`src/rtl/hazard_unit_mdu.sv`:
```
// hazard_unit_mdu: hazard controller for the 5-stage pipelined MIPS core.
// Produces E-stage operand forwarding from M/W, D-stage branch forwarding from M,
// load-use, branch-compare and MDU-busy stalls, and the IF-ID / ID-EX flushes.
// A countdown tracks the multi-cycle mult/div unit so HI/LO consumers wait.
// Optional feature macro: HAZARD_PERF_EN adds saturating stall/flush counters
// with a synchronous clear (PerfClr, StallCnt, FlushCnt).
// Reset is synchronous, active low (rst_n).

module hazard_unit_mdu #(
    parameter int REG_ADDR_W  = 5,
    parameter int MDU_LATENCY = 32,
    parameter int CNT_W       = 32
) (
    input  logic                  clk,
    input  logic                  rst_n,
    input  logic [REG_ADDR_W-1:0] RsD,
    input  logic [REG_ADDR_W-1:0] RtD,
    input  logic [REG_ADDR_W-1:0] RsE,
    input  logic [REG_ADDR_W-1:0] RtE,
    input  logic [REG_ADDR_W-1:0] WriteRegE,
    input  logic [REG_ADDR_W-1:0] WriteRegM,
    input  logic [REG_ADDR_W-1:0] WriteRegW,
    input  logic                  RegWriteE,
    input  logic                  RegWriteM,
    input  logic                  RegWriteW,
    input  logic                  MemtoRegE,
    input  logic                  MemtoRegM,
    input  logic                  BranchD,
    input  logic                  BranchTakenD,
    input  logic                  MduStartE,
    input  logic                  MduUseD,
`ifdef HAZARD_PERF_EN
    input  logic                  PerfClr,
    output logic [CNT_W-1:0]      StallCnt,
    output logic [CNT_W-1:0]      FlushCnt,
`endif
    output logic [1:0]            ForwardAE,
    output logic [1:0]            ForwardBE,
    output logic                  ForwardAD,
    output logic                  ForwardBD,
    output logic                  StallF,
    output logic                  StallD,
    output logic                  FlushD,
    output logic                  FlushE,
    output logic                  MduBusy
);

    localparam int MDU_CNT_W = $clog2(MDU_LATENCY + 1);
    localparam logic [MDU_CNT_W-1:0] MDU_LOAD = MDU_CNT_W'(MDU_LATENCY);
    localparam logic [REG_ADDR_W-1:0] REG_ZERO = '0;

    logic [MDU_CNT_W-1:0] mdu_cnt_q;
    logic [MDU_CNT_W-1:0] mdu_cnt_d;

    logic hit_e_s;
    logic hit_m_s;
    logic lwstall_s;
    logic brstall_s;
    logic mdustall_s;
    logic stall_s;

    // E-stage operand forwarding: M result has priority over W; reg 0 never forwards
    always_comb begin
        ForwardAE = 2'b00;
        ForwardBE = 2'b00;
        if ((RsE != REG_ZERO) && (RsE == WriteRegM) && RegWriteM) begin
            ForwardAE = 2'b10;
        end else if ((RsE != REG_ZERO) && (RsE == WriteRegW) && RegWriteW) begin
            ForwardAE = 2'b01;
        end else begin
            ForwardAE = 2'b00;
        end
        if ((RtE != REG_ZERO) && (RtE == WriteRegM) && RegWriteM) begin
            ForwardBE = 2'b10;
        end else if ((RtE != REG_ZERO) && (RtE == WriteRegW) && RegWriteW) begin
            ForwardBE = 2'b01;
        end else begin
            ForwardBE = 2'b00;
        end
    end

    // D-stage branch operand forwarding from the M-stage ALU result
    always_comb begin
        ForwardAD = (RsD != REG_ZERO) && (RsD == WriteRegM) && RegWriteM;
        ForwardBD = (RtD != REG_ZERO) && (RtD == WriteRegM) && RegWriteM;
    end

    // Stall terms: load-use, branch waiting on E result or M load, MDU busy
    always_comb begin
        hit_e_s    = RegWriteE && (WriteRegE != REG_ZERO) &&
                     ((WriteRegE == RsD) || (WriteRegE == RtD));
        hit_m_s    = MemtoRegM && (WriteRegM != REG_ZERO) &&
                     ((WriteRegM == RsD) || (WriteRegM == RtD));
        lwstall_s  = MemtoRegE && (RtE != REG_ZERO) && ((RsD == RtE) || (RtD == RtE));
        brstall_s  = BranchD && (hit_e_s || hit_m_s);
        mdustall_s = MduUseD && (MduBusy || MduStartE);
        stall_s    = lwstall_s || brstall_s || mdustall_s;
    end

    // Pipeline control: a stalled D bubbles E; a taken branch squashes F only if D advances
    always_comb begin
        StallF = stall_s;
        StallD = stall_s;
        FlushE = stall_s;
        FlushD = BranchTakenD && !stall_s;
    end

    // MDU countdown next state: issue (re)loads latency, else decrement to zero
    always_comb begin
        mdu_cnt_d = mdu_cnt_q;
        if (MduStartE) begin
            mdu_cnt_d = MDU_LOAD;
        end else if (mdu_cnt_q != {MDU_CNT_W{1'b0}}) begin
            mdu_cnt_d = mdu_cnt_q - MDU_CNT_W'(1);
        end else begin
            mdu_cnt_d = {MDU_CNT_W{1'b0}};
        end
    end

    // MDU countdown register; reset abandons any in-flight operation
    always_ff @(posedge clk) begin
        if (!rst_n) begin
            mdu_cnt_q <= {MDU_CNT_W{1'b0}};
        end else begin
            mdu_cnt_q <= mdu_cnt_d;
        end
    end

    assign MduBusy = (mdu_cnt_q != {MDU_CNT_W{1'b0}});

`ifdef HAZARD_PERF_EN
    logic [CNT_W-1:0] stall_cnt_q;
    logic [CNT_W-1:0] stall_cnt_d;
    logic [CNT_W-1:0] flush_cnt_q;
    logic [CNT_W-1:0] flush_cnt_d;

    // Perf counter next state: clear wins over increment, saturate at all-ones
    always_comb begin
        stall_cnt_d = stall_cnt_q;
        flush_cnt_d = flush_cnt_q;
        if (PerfClr) begin
            stall_cnt_d = {CNT_W{1'b0}};
            flush_cnt_d = {CNT_W{1'b0}};
        end else begin
            if (StallD && (stall_cnt_q != {CNT_W{1'b1}})) begin
                stall_cnt_d = stall_cnt_q + CNT_W'(1);
            end else begin
                stall_cnt_d = stall_cnt_q;
            end
            if (FlushD && (flush_cnt_q != {CNT_W{1'b1}})) begin
                flush_cnt_d = flush_cnt_q + CNT_W'(1);
            end else begin
                flush_cnt_d = flush_cnt_q;
            end
        end
    end

    // Perf counter registers
    always_ff @(posedge clk) begin
        if (!rst_n) begin
            stall_cnt_q <= {CNT_W{1'b0}};
            flush_cnt_q <= {CNT_W{1'b0}};
        end else begin
            stall_cnt_q <= stall_cnt_d;
            flush_cnt_q <= flush_cnt_d;
        end
    end

    assign StallCnt = stall_cnt_q;
    assign FlushCnt = flush_cnt_q;
`endif

endmodule
```
`config.mk`:
```
export PLATFORM = sky130hd
export DESIGN_NAME = hazard_unit_mdu
export DESIGN_NICKNAME = d
export VERILOG_FILES = /design/src/rtl/hazard_unit_mdu.sv
export SDC_FILE = /design/constraint.sdc
export NUM_CORES = 1
export LEC_CHECK = 0
export BUFFER_PORTS_ARGS = -buffer_cell sky130_fd_sc_hd__buf_2
export CAP_MARGIN = 10
export CORE_AREA = 5 5 61 63
export DETAILED_ROUTE_END_ITERATION = 7
export DIE_AREA = 0 0 66 68
export HOLD_SLACK_MARGIN = 0.15
export PLACE_DENSITY = 0.68
export RECOVER_POWER = 50
export SYNTH_ARGS = -nofsm -noshare
export SYNTH_HDL_FRONTEND = slang
export SYNTH_SLANG_ARGS = --single-unit
```
`constraint.sdc`:
```
create_clock -name clk -period 2.6 [get_ports clk]
set_clock_uncertainty 0.15 [all_clocks]
set_input_delay 0 -clock clk [delete_from_list [all_inputs] [get_ports clk]]
set_output_delay 0 -clock clk [all_outputs]
set_load 0.01 [all_outputs]
```
==> results of run 1 <==
[metrics by stage]
step                      cell area [um^2]  utilization (%)
after floorplan                       1030                -
after global placement                1300             40.9
after detailed placement              1300             40.9
after CTS                             1350             42.6
after global routing                  1340             42.3
final                                 1340             42.3
[layer usage]
metal / vias to the layer above / track usage (%) / part of all wire (%)
met5: - / 0 / 0
met4: 0 / 4.31 / 1.1
met3: 4 / 2.30 / 5.6
met2: 32 / 24.4 / 50
met1: 491 / 15.9 / 43
li1: 555 / - / -
[kinds of logic after synthesis]
kind of cell | share of synthesized area [%]
AND/OR/NAND/NOR | 26.5
adder cells (fa/ha/maj) | 2.42
XOR/XNOR | 44.9
AO/OA/AOI/OAI | 7.01
buffers and inverters | 7.62
flip-flops | 11.6
[cells in the mapped netlist, drive strengths merged]
cell type,n
nor3,8
nor2,10
ha,2
nor4,5
o21ai,3
nand3,6
o21a,2
nand4,4
dfxtp,6
nand2,3
buf,7
nand2b,1
or3b,1
xnor2,30
nand3b,1
a21o,1
or4,7
o211ai,2
clkbuf,5
a21oi,3
or3,2
xor2,23
inv,2
[power by group through the flow]
stage | logic, mW | clock network (mW) | registers (mW)
6_report | 0.271 | 0.0816 | 0.119
5_1_grt | 0.304 | 0.0889 | 0.121
4_1_cts | 0.280 | 0.0844 | 0.119
3_5_place_dp | 0.273 | 0 | 0.121
3_3_place_gp | 0.270 | 0 | 0.120
2_1_floorplan | 0.195 | 0 | 0.118
[cell type report]
class	count	area (um^2)	share of cell area [%]
multi-input cells	114	833	62.0
well taps	46	57.6	4.28
clock buffers	3	22.5	1.68
inverters	2	7.51	0.559
repair buffers	59	303	22.5
flip-flops and latches	6	120	8.94
[repair_timing]
item                      4_1_cts  5_1_grt
hold endpoints to repair        6        0
buffers inserted                0        0
hold buffers                    3        0
[worst reg2reg max path: cells and delay by family, from the launching register on]
kind / cells / cell delay, ps
AOI/OAI and AO/OA: 2 / 360
buffers and inverters: 1 / 550
DFF: 1 / 320
and+or+nand+nor: 2 / 810
[how the worst max path moves through the flow]
stage,cells past startpoint,startpoint,endpoint
after global placement,5,mdu_cnt_q[3],StallD
final,5,mdu_cnt_q[3],mdu_cnt_q[5]
after floorplan,5,mdu_cnt_q[3],StallD
after detailed placement,5,mdu_cnt_q[3],FlushE
after global routing,5,mdu_cnt_q[3],mdu_cnt_q[5]
after CTS,5,mdu_cnt_q[3],mdu_cnt_q[5]
==> flow_metrics.py, run 1 <==
metrics = {
    "outcome": {
        "status": "complete, no violations",
    },
    "synthesis": {
        "yosysTopAreaCell": "xnor2_1",
        "syn_area_per_cell_um2": 7.72,
        "ys_warn_count": 0,
        "ys_ff_latch": 6,
        "syn-instance-count": 134,
        "yosys.area.top_type_share_pct": 25.4,
        "synth_nets": 182,
        "ys_seq_area_share_pct": 11.6,
        "syn-cell-area_um2": 1030,
        "synth.distinct_cells": 28,
        "synthTopCellsByArea": "xnor2_1, xor2_1, dfxtp_1",
    },
    "timing": {
        "finalMaxSlewViolations": 0,
        "tns_ps": 0,
        "tightestPinTransition_ps": 376,
        "timing.final.crit_share_pct": 88.3,
        "max_slew_margin_pct": 74.7,
        "holdWs_ps": 172,
        "setup_viol": 0,
        "fmax_mhz": 436,
        "finalHoldViolations": 0,
        "rsz0062_at_grt": "false",
        "fin_crit_ps": 2290,
        "setup_ws_ps": 305,
    },
    "clock_network": {
        "clk_path_buf_depth": 2,
        "cts.sink_count": 6,
        "cts_resized": 0,
        "cts_max_level": 1,
        "cts-root-buf": "clkbuf_4",
        "clock_latency_ps": 230,
        "clkTransAtPathRegs_ps": 50,
        "cts_buffers": 3,
        "tritoncts": "done",
    },
    "placed_design": {
        "dp.cells": 224,
        "numPortBuffers": 56,
        "gp_congestion": 0.793,
        "pre_cts_ws_ps": 599,
        "dp_hpwl_mm": 2.43,
    },
    "setup_path": {
        "path_buf_inv": 1,
        "crit_family": "simple AND/OR/NAND/NOR gates",
        "rr_worst_depth": 5,
        "path_cells": "or3_1, or3_2, a21o_1, o21a_1, dlygate4sd3_1",
        "rrSetupSlack_ps": 310,
        "cp-end-kind": "register",
        "critPathSlowestCell": "dlygate4sd3_1",
        "arrival_ps": 2260,
        "reg2reg_from": "mdu_cnt_q[3]",
        "slowest_delay_ps": 550,
        "cp.required_ps": 2570,
        "critPathMaxFanout": 3,
        "path_class": "reg2reg",
        "critPathLaunchType": "register",
        "r2r_end": "mdu_cnt_q[5]",
    },
    "run": {
        "drv_cap": 0,
    },
    "min_path": {
        "min_path_type": "in2out",
        "hold_start": "RegWriteW",
        "holdPathEnd": "ForwardAE[0]",
        "min_path_cells": 4,
    },
    "global_routing": {
        "grt_usage_pct": 13.4,
        "grt_max_degree": 7,
        "grt_pass1_wl_mm": 4.73,
        "grt_pass1_vias": 1107,
        "antenna_found_initial": 0,
        "overflow": 0,
    },
    "floorplan": {
        "core_area_um2": 3180,
        "die_y_um": 68,
        "rows": 21,
        "io_pins": 57,
        "die-width_um": 66,
        "initial_core_util_pct": 32.5,
        "die_area_um2": 4490,
    },
    "routing": {
        "drt_wl_total_mm": 2.88,
        "wl_per_cell_um": 12.5,
        "drt-initial-drc-count": 20,
        "firstDrtPassIters": 2,
        "vias": 1082,
        "via_per_inst": 4.70,
        "ant_nets": 0,
        "drc": 0,
    },
    "pwr": {
        "p_clk_share_pct": 17.3,
        "internal-power_mw": 0.296,
        "peakVddDrop_mv": 0.112,
        "p_comb_share_pct": 57.5,
        "p_sw_share_pct": 37.4,
        "finalPower_mw": 0.472,
        "p_switching_mw": 0.176,
        "power_density_nw_per_um2": 351,
        "power_frac_seq_pct": 25.2,
        "leakage_nw": 0.567,
    },
    "final_layout": {
        "final_common_cell": "buf_2",
        "largest_register_ffs": 6,
        "top_regs": "mdu_cnt_q (6)",
        "drive_gt1_share_pct": 31.0,
        "final_cell_mix": "buf_2, xnor2_1, xor2_1",
        "fillCellCount": 350,
        "diodes": 0,
        "area_growth_pct": 29.9,
        "regMostFlops": "mdu_cnt_q",
        "finalNetCount": 234,
        "fin_cells": 230,
    },
}
Note: power is estimated with default switching activity, not from simulation.
==> run 2, diff against run 1 <==
--- a/config.mk
+++ b/config.mk
@@ -5,13 +5,13 @@
 export SDC_FILE = /design/constraint.sdc
 export NUM_CORES = 1
 export LEC_CHECK = 0
-export BUFFER_PORTS_ARGS = -buffer_cell sky130_fd_sc_hd__buf_2
 export CAP_MARGIN = 10
 export CORE_AREA = 5 5 61 63
 export DETAILED_ROUTE_END_ITERATION = 7
 export DIE_AREA = 0 0 66 68
+export DONT_BUFFER_PORTS = 1
 export HOLD_SLACK_MARGIN = 0.15
-export PLACE_DENSITY = 0.68
+export PLACE_DENSITY = 0.52
 export RECOVER_POWER = 50
 export SYNTH_ARGS = -nofsm -noshare
 export SYNTH_HDL_FRONTEND = slang
==> run 2 against run 1 <==
Global-route usage rose by 0.33 points. Fmax down 2.4%. Sequential cell count unchanged. Critical path depth rose by 1. Sequential share of layout area is 0.60 points higher. Design area shrank 6.3%. First-iteration DRC count shrank 45%. Register-to-register slack better by 20 ps. Setup slack lost 57 ps. Wire length up 3.2%. Via count fell by 9.5%. Non-clock buffer count decreased by 37. Largest power group unchanged. Highest routed layer unchanged.
==> flow_metrics.py, run 2 (synthesized netlist as in run 1, its figures left out) <==
metrics = {
    "final_layout": {
        "top_regs": "mdu_cnt_q (6)",
        "stdcell_area_um2": 1260,
        "diodes": 0,
        "area_growth_pct": 21.6,
        "finalNetCount": 197,
        "final_cell_mix": "xnor2_1, xor2_1, dlygate4sd3_1",
        "drive_gt1_share_pct": 5.44,
        "regMostFlops": "mdu_cnt_q",
        "largest_register_ffs": 6,
        "final_common_cell": "xnor2_1",
    },
    "setup_path": {
        "path_class": "in2out",
        "rr_worst_depth": 5,
        "cp.required_ps": 2450,
        "slowest_delay_ps": 720,
        "r2r_end": "mdu_cnt_q[5]",
        "path_cells": "dlygate4sd3_1, xnor2_1, dlygate4sd3_1, nand3_1, a21oi_1, or4_1",
        "crit_top_cell": "dlygate4sd3_1",
        "rrSetupSlack_ps": 330,
        "path_buf_inv": 2,
        "crit_family": "buffers and inverters",
        "critPathLaunchType": "primary input",
        "critPathSlowestCell": "or4_1",
        "cp-end-kind": "output pin",
        "arrival_ps": 2200,
        "critPathMaxFanout": 4,
        "reg2reg_from": "mdu_cnt_q[3]",
    },
    "clock_network": {
        "cts_resized": 0,
        "cts-root-buf": "clkbuf_4",
        "cts_setup_buffers": 0,
        "cts.sink_count": 6,
        "cts_max_level": 1,
        "clk_path_buf_depth": 2,
        "tritoncts": "done",
        "cts_buffers": 3,
        "clock_latency_ps": 240,
        "hold_buffers": 21,
    },
    "timing": {
        "setup_viol": 0,
        "finalMaxSlewViolations": 0,
        "finalHoldViolations": 0,
        "setup_ws_ps": 248,
        "timing.final.crit_share_pct": 90.5,
        "fin_crit_ps": 2350,
        "rsz0062_at_grt": "false",
        "tns_ps": 0,
        "fmax_mhz": 425,
        "tightestPinTransition_ps": 396,
        "max_slew_margin_pct": 73.3,
    },
    "pwr": {
        "leakage_nw": 0.448,
        "power_density_nw_per_um2": 329,
        "peakVddDrop_mv": 0.0996,
    },
    "routing": {
        "drt-initial-drc-count": 11,
        "wl_per_cell_um": 15.4,
        "vias": 979,
        "drc": 0,
        "ant_nets": 0,
        "met1_length_mm": 1.15,
        "firstDrtPassIters": 4,
        "via_per_inst": 5.07,
        "wl_met3_um": 176,
        "maxUsedRoutingLayer": "met4",
        "dr_wl_met2_mm": 1.60,
        "drt_wl_total_mm": 2.97,
    },
    "global_routing": {
        "grt_pass1_vias": 1060,
        "antenna_found_initial": 0,
        "grt_max_degree": 7,
        "grt_pass1_wl_mm": 4.84,
        "overflow": 0,
        "grt_usage_pct": 13.7,
    },
    "placed_design": {
        "numPortBuffers": 0,
        "dp_hpwl_mm": 2.41,
        "gp_congestion": 0.791,
        "place_area_um2": 1030,
        "pre_cts_ws_ps": 565,
    },
    "floorplan": {
        "die_area_um2": 4490,
        "rows": 21,
        "die-width_um": 66,
        "initial_core_util_pct": 32.5,
        "die_y_um": 68,
        "core_area_um2": 3180,
        "io_pins": 57,
    },
    "min_path": {
        "hold_start": "RtD[3]",
        "holdPathEnd": "ForwardBD",
        "min_path_cells": 3,
        "min_path_type": "in2out",
    },
    "outcome": {
        "status": "complete, no violations",
    },
    "run": {
        "drv_cap": 0,
    },
}
run 2: cell count changes in the layout (fill, tap and decap cells not counted), sizes merged:
cell         change
dlygate4sd3     +18
clkbuf           -6
buf             -49
run 2: report_power, final:
group	total (mW)	switching (mW)	internal, mW
Combinational	0.212	0.0895	0.123
Sequential	0.119	0.0112	0.107
Clock	0.0829	0.0309	0.0520
Total	0.414	0.132	0.282
run 2: final cells by class:
type,count,area (um^2)
timing repair buffer,22,218
sequential,6,120
fill,332,1920
clock buffer,3,22.5
multi-input combinational,114,833
tap,46,57.6
inverter,2,7.51
run 2: metal layers:
metal  vias up  global-route usage, %
li1        480                      -
met1       451                   14.9
met2        44                   26.7
met3         4                   2.13
met4         0                   4.82
met5         -                      0
run 2: worst register-to-register path: stages (launching register included):
cell and delay (ps):
dfxtp_1 320, or3_1 380, or3_2 430, a21o_1 190, o21a_1 150, dlygate4sd3_1 540
run 2: worst max-delay path by stage:
stage / to / slack (ps) / startpoint / depth (start not counted)
after global placement: FlushE / 580 / mdu_cnt_q[3] / 4
after floorplan: StallD / 530 / mdu_cnt_q[3] / 5
after detailed placement: StallD / 560 / mdu_cnt_q[3] / 4
after CTS: ForwardBE[0] / 270 / WriteRegW[3] / 6
after global routing: StallD / 160 / mdu_cnt_q[2] / 4
final: StallD / 250 / RtD[1] / 6
run 2: stage by stage:
step / util [%] / cells / hold slack, ps / total power, mW
3_3_place_gp: 32.3 / 169 / -38.7 / 0.306
6_report: 39.6 / 193 / 182 / 0.414
4_1_cts: 39.7 / 193 / 194 / 0.423
5_1_grt: 39.6 / 193 / 221 / 0.450
3_5_place_dp: 32.3 / 169 / -40.6 / 0.311
2_1_floorplan: - / 134 / -52.0 / 0.313
==> run 3, diff against run 2 <==
--- a/config.mk
+++ b/config.mk
@@ -6,12 +6,12 @@
 export NUM_CORES = 1
 export LEC_CHECK = 0
 export CAP_MARGIN = 10
-export CORE_AREA = 5 5 61 63
+export CORE_AREA = 5 5 48 50
 export DETAILED_ROUTE_END_ITERATION = 7
-export DIE_AREA = 0 0 66 68
+export DIE_AREA = 0 0 53 55
 export DONT_BUFFER_PORTS = 1
 export HOLD_SLACK_MARGIN = 0.15
-export PLACE_DENSITY = 0.52
+export PLACE_DENSITY = 0.78
 export RECOVER_POWER = 50
 export SYNTH_ARGS = -nofsm -noshare
 export SYNTH_HDL_FRONTEND = slang
==> constraint.sdc (replaced) <==
create_clock -name clk -period 2.55 [get_ports clk]
set_clock_uncertainty 0.15 [all_clocks]
set_input_delay 0 -clock clk [delete_from_list [all_inputs] [get_ports clk]]
set_output_delay 0 -clock clk [all_outputs]
set_load 0.01 [all_outputs]
==> run 3 against run 2 <==
Sequential cell count unchanged. First-iteration DRC count increased by 27%. Wire length increased by 1.2%. Combinational power increased by 3%. Hold slack about the same. Utilization increased by 26 points. Global-route usage increased by 8.1 points. Setup slack got worse by 64 ps. Final cell count decreased by 11%. Critical path type unchanged. Largest cell class unchanged. Highest routed layer unchanged.
==> flow_metrics.py, run 3 (synthesized netlist as in run 1, its figures left out) <==
metrics = {
    "timing": {
        "fmax_mhz": 423,
        "max_slew_margin_pct": 64.3,
        "tightestPinTransition_ps": 531,
        "setup_ws_ps": 184,
        "finalHoldViolations": 0,
        "setup_viol": 0,
        "holdWs_ps": 183,
        "timing.final.crit_share_pct": 92.8,
        "tns_ps": 0,
        "fin_crit_ps": 2370,
        "rsz0062_at_grt": "false",
        "finalMaxSlewViolations": 0,
    },
    "global_routing": {
        "grt_pass1_wl_mm": 4.71,
        "grt_pass1_vias": 1096,
        "overflow": 0,
        "antenna_found_initial": 0,
        "grt_max_degree": 7,
        "grt_usage_pct": 21.8,
    },
    "routing": {
        "drt-initial-drc-count": 14,
        "drt_wl_total_mm": 3.01,
        "drc": 0,
        "firstDrtPassIters": 4,
        "ant_nets": 0,
        "vias": 982,
        "wl_per_cell_um": 17.5,
        "via_per_inst": 5.71,
    },
    "placed_design": {
        "pre_cts_ws_ps": 521,
        "gp_congestion": 0.840,
        "place_area_um2": 997,
        "dp_hpwl_mm": 2.28,
        "numPortBuffers": 0,
    },
    "clock_network": {
        "tritoncts": "done",
        "cts-root-buf": "clkbuf_4",
        "cts.sink_count": 6,
        "cts_setup_buffers": 0,
        "clk_path_buf_depth": 2,
        "clock_latency_ps": 250,
        "cts_max_level": 1,
        "cts_buffers": 3,
    },
    "setup_path": {
        "r2r_end": "mdu_cnt_q[5]",
        "critPathMaxFanout": 2,
        "path_class": "in2out",
        "cp-end-kind": "output pin",
        "rr_worst_depth": 5,
        "reg2reg_from": "mdu_cnt_q[3]",
        "arrival_ps": 2220,
        "critPathLaunchType": "primary input",
        "critPathCapture": "ForwardBE[0]",
        "rrSetupSlack_ps": 270,
        "critPathLaunch": "WriteRegW[3]",
        "cp.required_ps": 2400,
    },
    "final_layout": {
        "final_common_cell": "xnor2_1",
        "regMostFlops": "mdu_cnt_q",
        "top_regs": "mdu_cnt_q (6)",
        "diodes": 0,
        "final_cell_mix": "xnor2_1, xor2_1, dlygate4sd3_1",
        "drive_gt1_share_pct": 4.83,
        "finalNetCount": 195,
        "largest_register_ffs": 6,
        "area_growth_pct": 17.7,
        "stdcell_area_um2": 1220,
    },
    "floorplan": {
        "die_area_um2": 2920,
        "io_pins": 57,
        "initial_core_util_pct": 55.6,
        "die-width_um": 53,
        "die_y_um": 55,
        "rows": 16,
        "core_area_um2": 1860,
    },
    "run": {
        "drv_cap": 0,
    },
    "min_path": {
        "min_path_type": "in2out",
    },
    "pwr": {
        "leakage_nw": 0.444,
        "power_density_nw_per_um2": 353,
        "peakVddDrop_mv": 0.184,
        "finalPower_mw": 0.429,
    },
    "outcome": {
        "status": "complete, no violations",
    },
}
==> run 3: worst min-delay path by stage <==
stage	slack, ps	depth (start not counted)	endpoint	from
2_1_floorplan	-50	2	ForwardAE[0]	RegWriteW
3_3_place_gp	-40	2	ForwardAE[0]	RegWriteW
3_5_place_dp	-30	2	FlushD	BranchTakenD
4_1_cts	190	3	FlushD	MemtoRegM
5_1_grt	220	3	FlushD	MemtoRegM
6_report	180	3	FlushD	MemtoRegM
==> run 3: report_power, final <==
part | leakage, nW | switching (mW) | internal [mW]
registers | 0.0494 | 0.0117 | 0.109
clock network | 0.0138 | 0.0359 | 0.0534
logic | 0.381 | 0.0978 | 0.121
==> run 3: cell type report <==
class,instances,area [um^2]
multi-input cells,114,833
fillers,171,644
repair buffers,20,200
flip-flops and latches,6,120
well taps,27,33.8
clock buffers,3,22.5
inverters,2,7.51
==> run 3: metrics by stage <==
step                std cells  utilization [%]
detailed placement        149             53.6
global placement          149             53.6
floorplan                 134                -
global route              172             65.4
CTS                       172             65.5
finish                    172             65.4
==> run 3: repair_timing <==
| item | 4_1_cts | 5_1_grt |
|---|---|---|
| endpoints found under the setup margin | 0 | 0 |
| hold endpoints to repair | 13 | 0 |
| resized for setup | 0 | 0 |
| hold buffers | 20 | 0 |
==> run 3: critical path: stages <==
cell           delay, ps
dlygate4sd3_1        550
xnor2_1              140
dlygate4sd3_1        560
nand2_1               50
nor4_1               260
dlygate4sd3_1        660
==> run 3: routing by layer <==
layer	wire, um	share of wire (%)	vias up	track usage [%]
met5	0	0	-	0
li1	-	-	474	-
met4	46	1.5	0	6.38
met3	273	9.1	4	8.31
met2	1610	54	46	42.6
met1	1070	36	458	21.2
